==> config.mk <==
export PLATFORM = sky130hd
export DESIGN_NAME = ipsxe_floating_point_abcop_sched_v1_0
export DESIGN_NICKNAME = d
export VERILOG_FILES = /design/src/rtl/ipsxe_floating_point_abcop_sched_v1_0.sv
export SDC_FILE = /design/constraint.sdc
export NUM_CORES = 1
export LEC_CHECK = 0
export BUFFER_PORTS_ARGS = -buffer_cell sky130_fd_sc_hd__buf_2
export CAP_MARGIN = 20
export CORE_AREA = 2 2 125 127
export DETAILED_ROUTE_END_ITERATION = 10
export DIE_AREA = 0 0 127 129
export PLACE_DENSITY_LB_ADDON = 0.25
export SYNTH_ARGS = -nofsm -noshare
export SYNTH_HDL_FRONTEND = slang
export SYNTH_SLANG_ARGS = --single-unit
==> constraint.sdc <==
create_clock -name i_aclk -period 7.7 [get_ports i_aclk]
set_input_delay 1.155 -clock i_aclk [delete_from_list [all_inputs] [get_ports i_aclk]]
set_output_delay 1.155 -clock i_aclk [all_outputs]
set_load 0.005 [all_outputs]
==> src/rtl/ipsxe_floating_point_abcop_sched_v1_0.sv <==
// Input-side a/b/c/op scheduler: per-channel 1-entry holding, credit-gated issue, flush/drain.
// Optional: `define IPSXE_FLT_ABCOP_SCHED_LAST_CHECK_EN adds sticky o_last_mismatch.
module ipsxe_floating_point_abcop_sched_v1_0 #(
   parameter int DATA_WIDTH = 32,
   parameter int OP_WIDTH   = 8,
   parameter int CREDITS    = 16
) (
   input  logic                  i_aclk,
   input  logic                  i_areset,
   input  logic                  i_axi4s_a_tvalid,
   input  logic [DATA_WIDTH-1:0] i_axi4s_a_tdata,
   input  logic                  i_axi4s_a_tlast,
   output logic                  o_axi4s_a_tready,
   input  logic                  i_axi4s_b_tvalid,
   input  logic [DATA_WIDTH-1:0] i_axi4s_b_tdata,
   input  logic                  i_axi4s_b_tlast,
   output logic                  o_axi4s_b_tready,
   input  logic                  i_axi4s_c_tvalid,
   input  logic [DATA_WIDTH-1:0] i_axi4s_c_tdata,
   input  logic                  i_axi4s_c_tlast,
   output logic                  o_axi4s_c_tready,
   input  logic                  i_axi4s_operation_tvalid,
   input  logic [OP_WIDTH-1:0]   i_axi4s_operation_tdata,
   input  logic                  i_axi4s_operation_tlast,
   output logic                  o_axi4s_operation_tready,
   output logic                  o_core_valid,
   output logic [DATA_WIDTH-1:0] o_core_a,
   output logic [DATA_WIDTH-1:0] o_core_b,
   output logic [DATA_WIDTH-1:0] o_core_c,
   output logic [OP_WIDTH-1:0]   o_core_op,
   output logic                  o_core_last,
   input  logic                  i_credit_return,
   input  logic                  i_flush,
   output logic                  o_flush_done,
   output logic [7:0]            o_outstanding
`ifdef IPSXE_FLT_ABCOP_SCHED_LAST_CHECK_EN
   ,
   output logic                  o_last_mismatch
`endif
);

   typedef enum logic [1:0] {
      RUN   = 2'd0,
      DRAIN = 2'd1,
      DONE  = 2'd2
   } state_t;

   localparam logic [7:0] CRED = CREDITS[7:0];

   state_t state_q;

   logic [DATA_WIDTH-1:0] a_q, b_q, c_q;
   logic [OP_WIDTH-1:0]   op_q;
   logic                  a_last_q;
   logic                  full_a, full_b, full_c, full_op;

   logic run, all_full, credit_ok, issue, ret;
   logic acc_a, acc_b, acc_c, acc_op;

`ifdef IPSXE_FLT_ABCOP_SCHED_LAST_CHECK_EN
   logic b_last_q, c_last_q, op_last_q;
   logic last_diff;
`else
   logic unused_tlast;
   assign unused_tlast = ^{i_axi4s_b_tlast, i_axi4s_c_tlast,
                           i_axi4s_operation_tlast};
`endif

   always_comb begin
      run       = (state_q == RUN) && !i_areset;
      o_axi4s_a_tready         = run && !full_a;
      o_axi4s_b_tready         = run && !full_b;
      o_axi4s_c_tready         = run && !full_c;
      o_axi4s_operation_tready = run && !full_op;
      acc_a     = i_axi4s_a_tvalid && o_axi4s_a_tready;
      acc_b     = i_axi4s_b_tvalid && o_axi4s_b_tready;
      acc_c     = i_axi4s_c_tvalid && o_axi4s_c_tready;
      acc_op    = i_axi4s_operation_tvalid && o_axi4s_operation_tready;
      all_full  = full_a && full_b && full_c && full_op;
      credit_ok = o_outstanding < CRED;
      // A flush in the same cycle suppresses the issue.
      issue     = run && all_full && credit_ok && !i_flush;
      ret       = i_credit_return && (o_outstanding != 8'd0);
   end

`ifdef IPSXE_FLT_ABCOP_SCHED_LAST_CHECK_EN
   assign last_diff = !((a_last_q == b_last_q) && (a_last_q == c_last_q) &&
                        (a_last_q == op_last_q));
`endif

   always_ff @(posedge i_aclk) begin
      if (i_areset) begin
         state_q       <= RUN;
         a_q           <= '0;
         b_q           <= '0;
         c_q           <= '0;
         op_q          <= '0;
         a_last_q      <= 1'b0;
         full_a        <= 1'b0;
         full_b        <= 1'b0;
         full_c        <= 1'b0;
         full_op       <= 1'b0;
         o_core_valid  <= 1'b0;
         o_core_a      <= '0;
         o_core_b      <= '0;
         o_core_c      <= '0;
         o_core_op     <= '0;
         o_core_last   <= 1'b0;
         o_flush_done  <= 1'b0;
         o_outstanding <= 8'd0;
`ifdef IPSXE_FLT_ABCOP_SCHED_LAST_CHECK_EN
         b_last_q        <= 1'b0;
         c_last_q        <= 1'b0;
         op_last_q       <= 1'b0;
         o_last_mismatch <= 1'b0;
`endif
      end else begin
         o_core_valid <= issue;
         o_flush_done <= 1'b0;

         if (acc_a) begin
            a_q      <= i_axi4s_a_tdata;
            a_last_q <= i_axi4s_a_tlast;
            full_a   <= 1'b1;
         end
         if (acc_b) begin
            b_q    <= i_axi4s_b_tdata;
            full_b <= 1'b1;
         end
         if (acc_c) begin
            c_q    <= i_axi4s_c_tdata;
            full_c <= 1'b1;
         end
         if (acc_op) begin
            op_q    <= i_axi4s_operation_tdata;
            full_op <= 1'b1;
         end
`ifdef IPSXE_FLT_ABCOP_SCHED_LAST_CHECK_EN
         if (acc_b)  b_last_q  <= i_axi4s_b_tlast;
         if (acc_c)  c_last_q  <= i_axi4s_c_tlast;
         if (acc_op) op_last_q <= i_axi4s_operation_tlast;
         if (issue && last_diff) o_last_mismatch <= 1'b1;
`endif

         if (issue) begin
            o_core_a    <= a_q;
            o_core_b    <= b_q;
            o_core_c    <= c_q;
            o_core_op   <= op_q;
            o_core_last <= a_last_q;
            full_a      <= 1'b0;
            full_b      <= 1'b0;
            full_c      <= 1'b0;
            full_op     <= 1'b0;
         end

         unique case (1'b1)
            issue && !ret: o_outstanding <= o_outstanding + 8'd1;
            !issue && ret: o_outstanding <= o_outstanding - 8'd1;
            default:       o_outstanding <= o_outstanding;
         endcase

         unique case (state_q)
            RUN: begin
               if (i_flush) begin
                  state_q <= DRAIN;
                  full_a  <= 1'b0;
                  full_b  <= 1'b0;
                  full_c  <= 1'b0;
                  full_op <= 1'b0;
               end
            end
            DRAIN: begin
               if (o_outstanding == 8'd0) begin
                  state_q      <= DONE;
                  o_flush_done <= 1'b1;
               end
            end
            DONE:    state_q <= RUN;
            default: state_q <= RUN;
         endcase
      end
   end

endmodule

==> out/qor.csv <==
metric,value,unit
status,completed,
antenna-violating nets left,0,
Reg2Reg Capture Point,o_outstanding[7]$_SDFFE_PP0P_,
ys flop type,dfxtp_1,
worst slew pin tran,0.949,ns
critical path endpoint category,flop,
final hold vios,0,
setup TNS,0,ns
Gate power share,0.055,
CTS tree,done,
post-synthesis xor/xnor area fraction,0.00324,
Yosys Warn Count,0,
multi-input logic area,3200,sq um
startpoint types,input pin,
row cnt,45,
Max-Cap Viols,0,
Worst Min Path Start,c_q[14]$_SDFFE_PP0P_,
Sw Ratio,0.217,
sequential power share,0.487,
Simple-Gate Fraction of Synth Area,0.225,
Crit Path Class,in2reg,
Synthesized Nets,1142,
Vert. Die Dim,129,um
drt via density,5.10,
Initial Util,0.542,
Adder-Cell Fraction of Synth Area,0.0133,
Worst-Skew Late Latency,0.50,ns
DPL Wire Length,12300,um
Worst Path Required,8.07,ns
hold path depth,2,
initial antenna violation count,1,
mux contribution to synthesized area,0.00123,
clk slew on worst S/H paths,0.06,ns
first-pass GRT wire length,31100,um
number of global-route vias before repair,6338,
GRT Util Overall,0.228,
Peak VDD IR,0.000150,V
Yosys cell types,42,
max-slew violations,0,
Slew HR,0.367,
WL/cell,13.9,um
CTS Buf Count,23,
io pins,235,
Die Area,16400,sq um
Setup-failing EPs final,0,
RSZ-0062 raised after global routing,no,
layout cells sized above 1,0.230,
worst r2r src,o_outstanding[4]$_SDFFE_PP0P_,
Core Area,15000,sq um
via count,7224,
Setup Buffers After CTS,0,
"Avg Cell Area, Syn",7.98,sq um
Power Internal,1.95,mW
Hold Path End,o_core_c[14]$_SDFFE_PP0P_,
Fill cells,1295,
H-tree levels,1,
largest net degree at the start of global routing,134,
Root Buffer,clkbuf_16,
FF-to-FF setup slack,2.77,ns
main combinational cell family by area after synthesis,simple AND/OR/NAND/NOR gates,
Area Growth Syn to Fin,23.9,%
post-synthesis sequential area ratio,0.557,
Setup Skew,0.00767,ns
hold_buf cts,0,
number of synthesized flops with an enable pin,0,
clock share of power,0.458,
Synth Cell Area,8120,sq um
Pleak,4.15,nW
grt total ovfl,0,
Layout Cells excl Fill,1416,
post-route clock period utilization,0.699,
# port buffers,231,
Fmax achieved,186,MHz
crit path from,i_areset,
placed cell count,1371,
PwrDens,248,nW/um^2
Critical Path AT,5.75,ns
Synth Instances,1018,
NetSw,543,uW
Detailed Routing Iterations Pass 1,4,
Die X-Extent,127,um
Hold Crit Class,reg2reg,
FF/Latch Area,4520,sq um
CTS Sinks,226,
DRT iter0 DRCs,598,
R2R depth,11,
post-cts sizing count,0,
WL final,19700,um
Clock Path Buffers,3,
Nets,1335,
"Max FO, Critical Path",133,
GPL Wtd Cong,0.843,
Residual DRC,0,
post-synthesis register bit count,226,
Final min period,5.38,ns
Post-synth ARST share,0,
Compound-Gate Fraction of Synth Area,0.151,
==> power by group through the flow <==
stage | combinational [mW] | sequential, mW | clock [mW]
after floorplan | 0.0803 | 1.24 | 0
after global placement | 0.127 | 1.24 | 0
after detailed placement | 0.129 | 1.24 | 0
after CTS | 0.130 | 1.22 | 1.16
after global routing | 0.153 | 1.22 | 1.20
final | 0.137 | 1.22 | 1.14
==> cell type report <==
class	count	share of cell area
Antenna cell	1	0.000249
Multi-Input combinational cell	713	0.318
Tap cell	188	0.0234
Clock inverter	8	0.0117
Clock buffer	33	0.0659
Inverter	7	0.00273
Timing Repair Buffer	240	0.128
Sequential cell	226	0.450
==> placed cells by master, fill, tap and decap left out, types with 7 or more instances in the layout <==
| cell | instances |
|---|---|
| nand2_1 | 419 |
| buf_2 | 230 |
| dfxtp_1 | 226 |
| a21oi_1 | 215 |
| clkbuf_16 | 23 |
| nor2_1 | 14 |
| nand3_1 | 10 |
| ha_1 | 7 |
==> cells in the mapped netlist (all sizes together), types with 2 or more instances <==
| cell | count | area share |
|---|---|---|
| a21o | 2 | 0.0018 |
| ha | 7 | 0.011 |
| and3 | 2 | 0.0015 |
| o21a | 6 | 0.0055 |
| a31oi | 2 | 0.0015 |
| and2 | 3 | 0.0023 |
| inv | 7 | 0.0032 |
| or3 | 2 | 0.0015 |
| nor3 | 3 | 0.0018 |
| o211ai | 2 | 0.0018 |
| nor2b | 3 | 0.0023 |
| clkbuf | 43 | 0.020 |
| nor2 | 15 | 0.0072 |
| buf | 29 | 0.025 |
| or4 | 2 | 0.0018 |
| dfxtp | 226 | 0.56 |
| nand3 | 10 | 0.0062 |
| a21oi | 215 | 0.13 |
| xor2 | 2 | 0.0022 |
| nand2 | 419 | 0.19 |
==> per-layer routing <==
metal / global-route usage / wire, um / vias to the layer above
met5: 0 / 0 / -
met3: 0.0462 / 1240 / 40
met1: 0.304 / 8690 / 3305
met4: 0.0743 / 503 / 0
met2: 0.376 / 9280 / 193
li1: - / - / 3686
==> logic make-up after synthesis <==
kind of cell | Yosys count
AND/OR/NAND/NOR | 466
AO/OA/AOI/OAI | 235
flip-flops | 226
buffers and inverters | 79
adder cells (fa/ha/maj) | 8
XOR/XNOR | 3
multiplexers | 1
==> worst max path at each step <==
stage	end	slack, ns	cells past startpoint
2_1_floorplan	o_outstanding[7]$_SDFFE_PP0P_	3.69	14
3_3_place_gp	o_outstanding[7]$_SDFFE_PP0P_	1.87	11
3_5_place_dp	o_outstanding[7]$_SDFFE_PP0P_	1.82	11
4_1_cts	o_outstanding[7]$_SDFFE_PP0P_	2.35	11
5_1_grt	o_outstanding[7]$_SDFFE_PP0P_	1.99	11
6_report	o_outstanding[7]$_SDFFE_PP0P_	2.32	11
==> sequential cells by signal, summed over array words and instances (netlist names) <==
| name | cells |
|---|---|
| full_a | 1 |
| o_core_valid | 1 |
| state_q | 2 |
| o_flush_done | 1 |
| o_core_c | 32 |
| op_q | 8 |
| o_outstanding | 8 |
| full_b | 1 |
| o_core_b | 32 |
| c_q | 32 |
| a_last_q | 1 |
| o_core_a | 32 |
| o_core_op | 8 |
| full_op | 1 |
| b_q | 32 |
| full_c | 1 |
| o_core_last | 1 |
| a_q | 32 |
==> metrics by stage <==
step	cell area [sq um]	util	hold WS (ns)	setup WS, ns	power [mW]
finish	10100	0.672	0.446	2.32	2.50
global route	10100	0.672	0.462	1.99	2.58
CTS	9980	0.666	0.448	2.35	2.50
detailed placement	9200	0.614	0.442	1.82	1.37
global placement	9200	0.614	0.437	1.87	1.37
floorplan	8120	-	0.432	3.69	1.32
==> critical path, cell delays in order <==
cell and delay, ns:
buf_6 0.32, or3_1 0.52, and2b_4 0.74, clkinv_2 0.81, ha_1 0.63, ha_1 0.38
a21o_1 0.22, a31o_2 0.25, o21a_1 0.17, o311ai_0 0.30, o41ai_1 0.13
No activity file was read; power rests on OpenSTA's default activity.
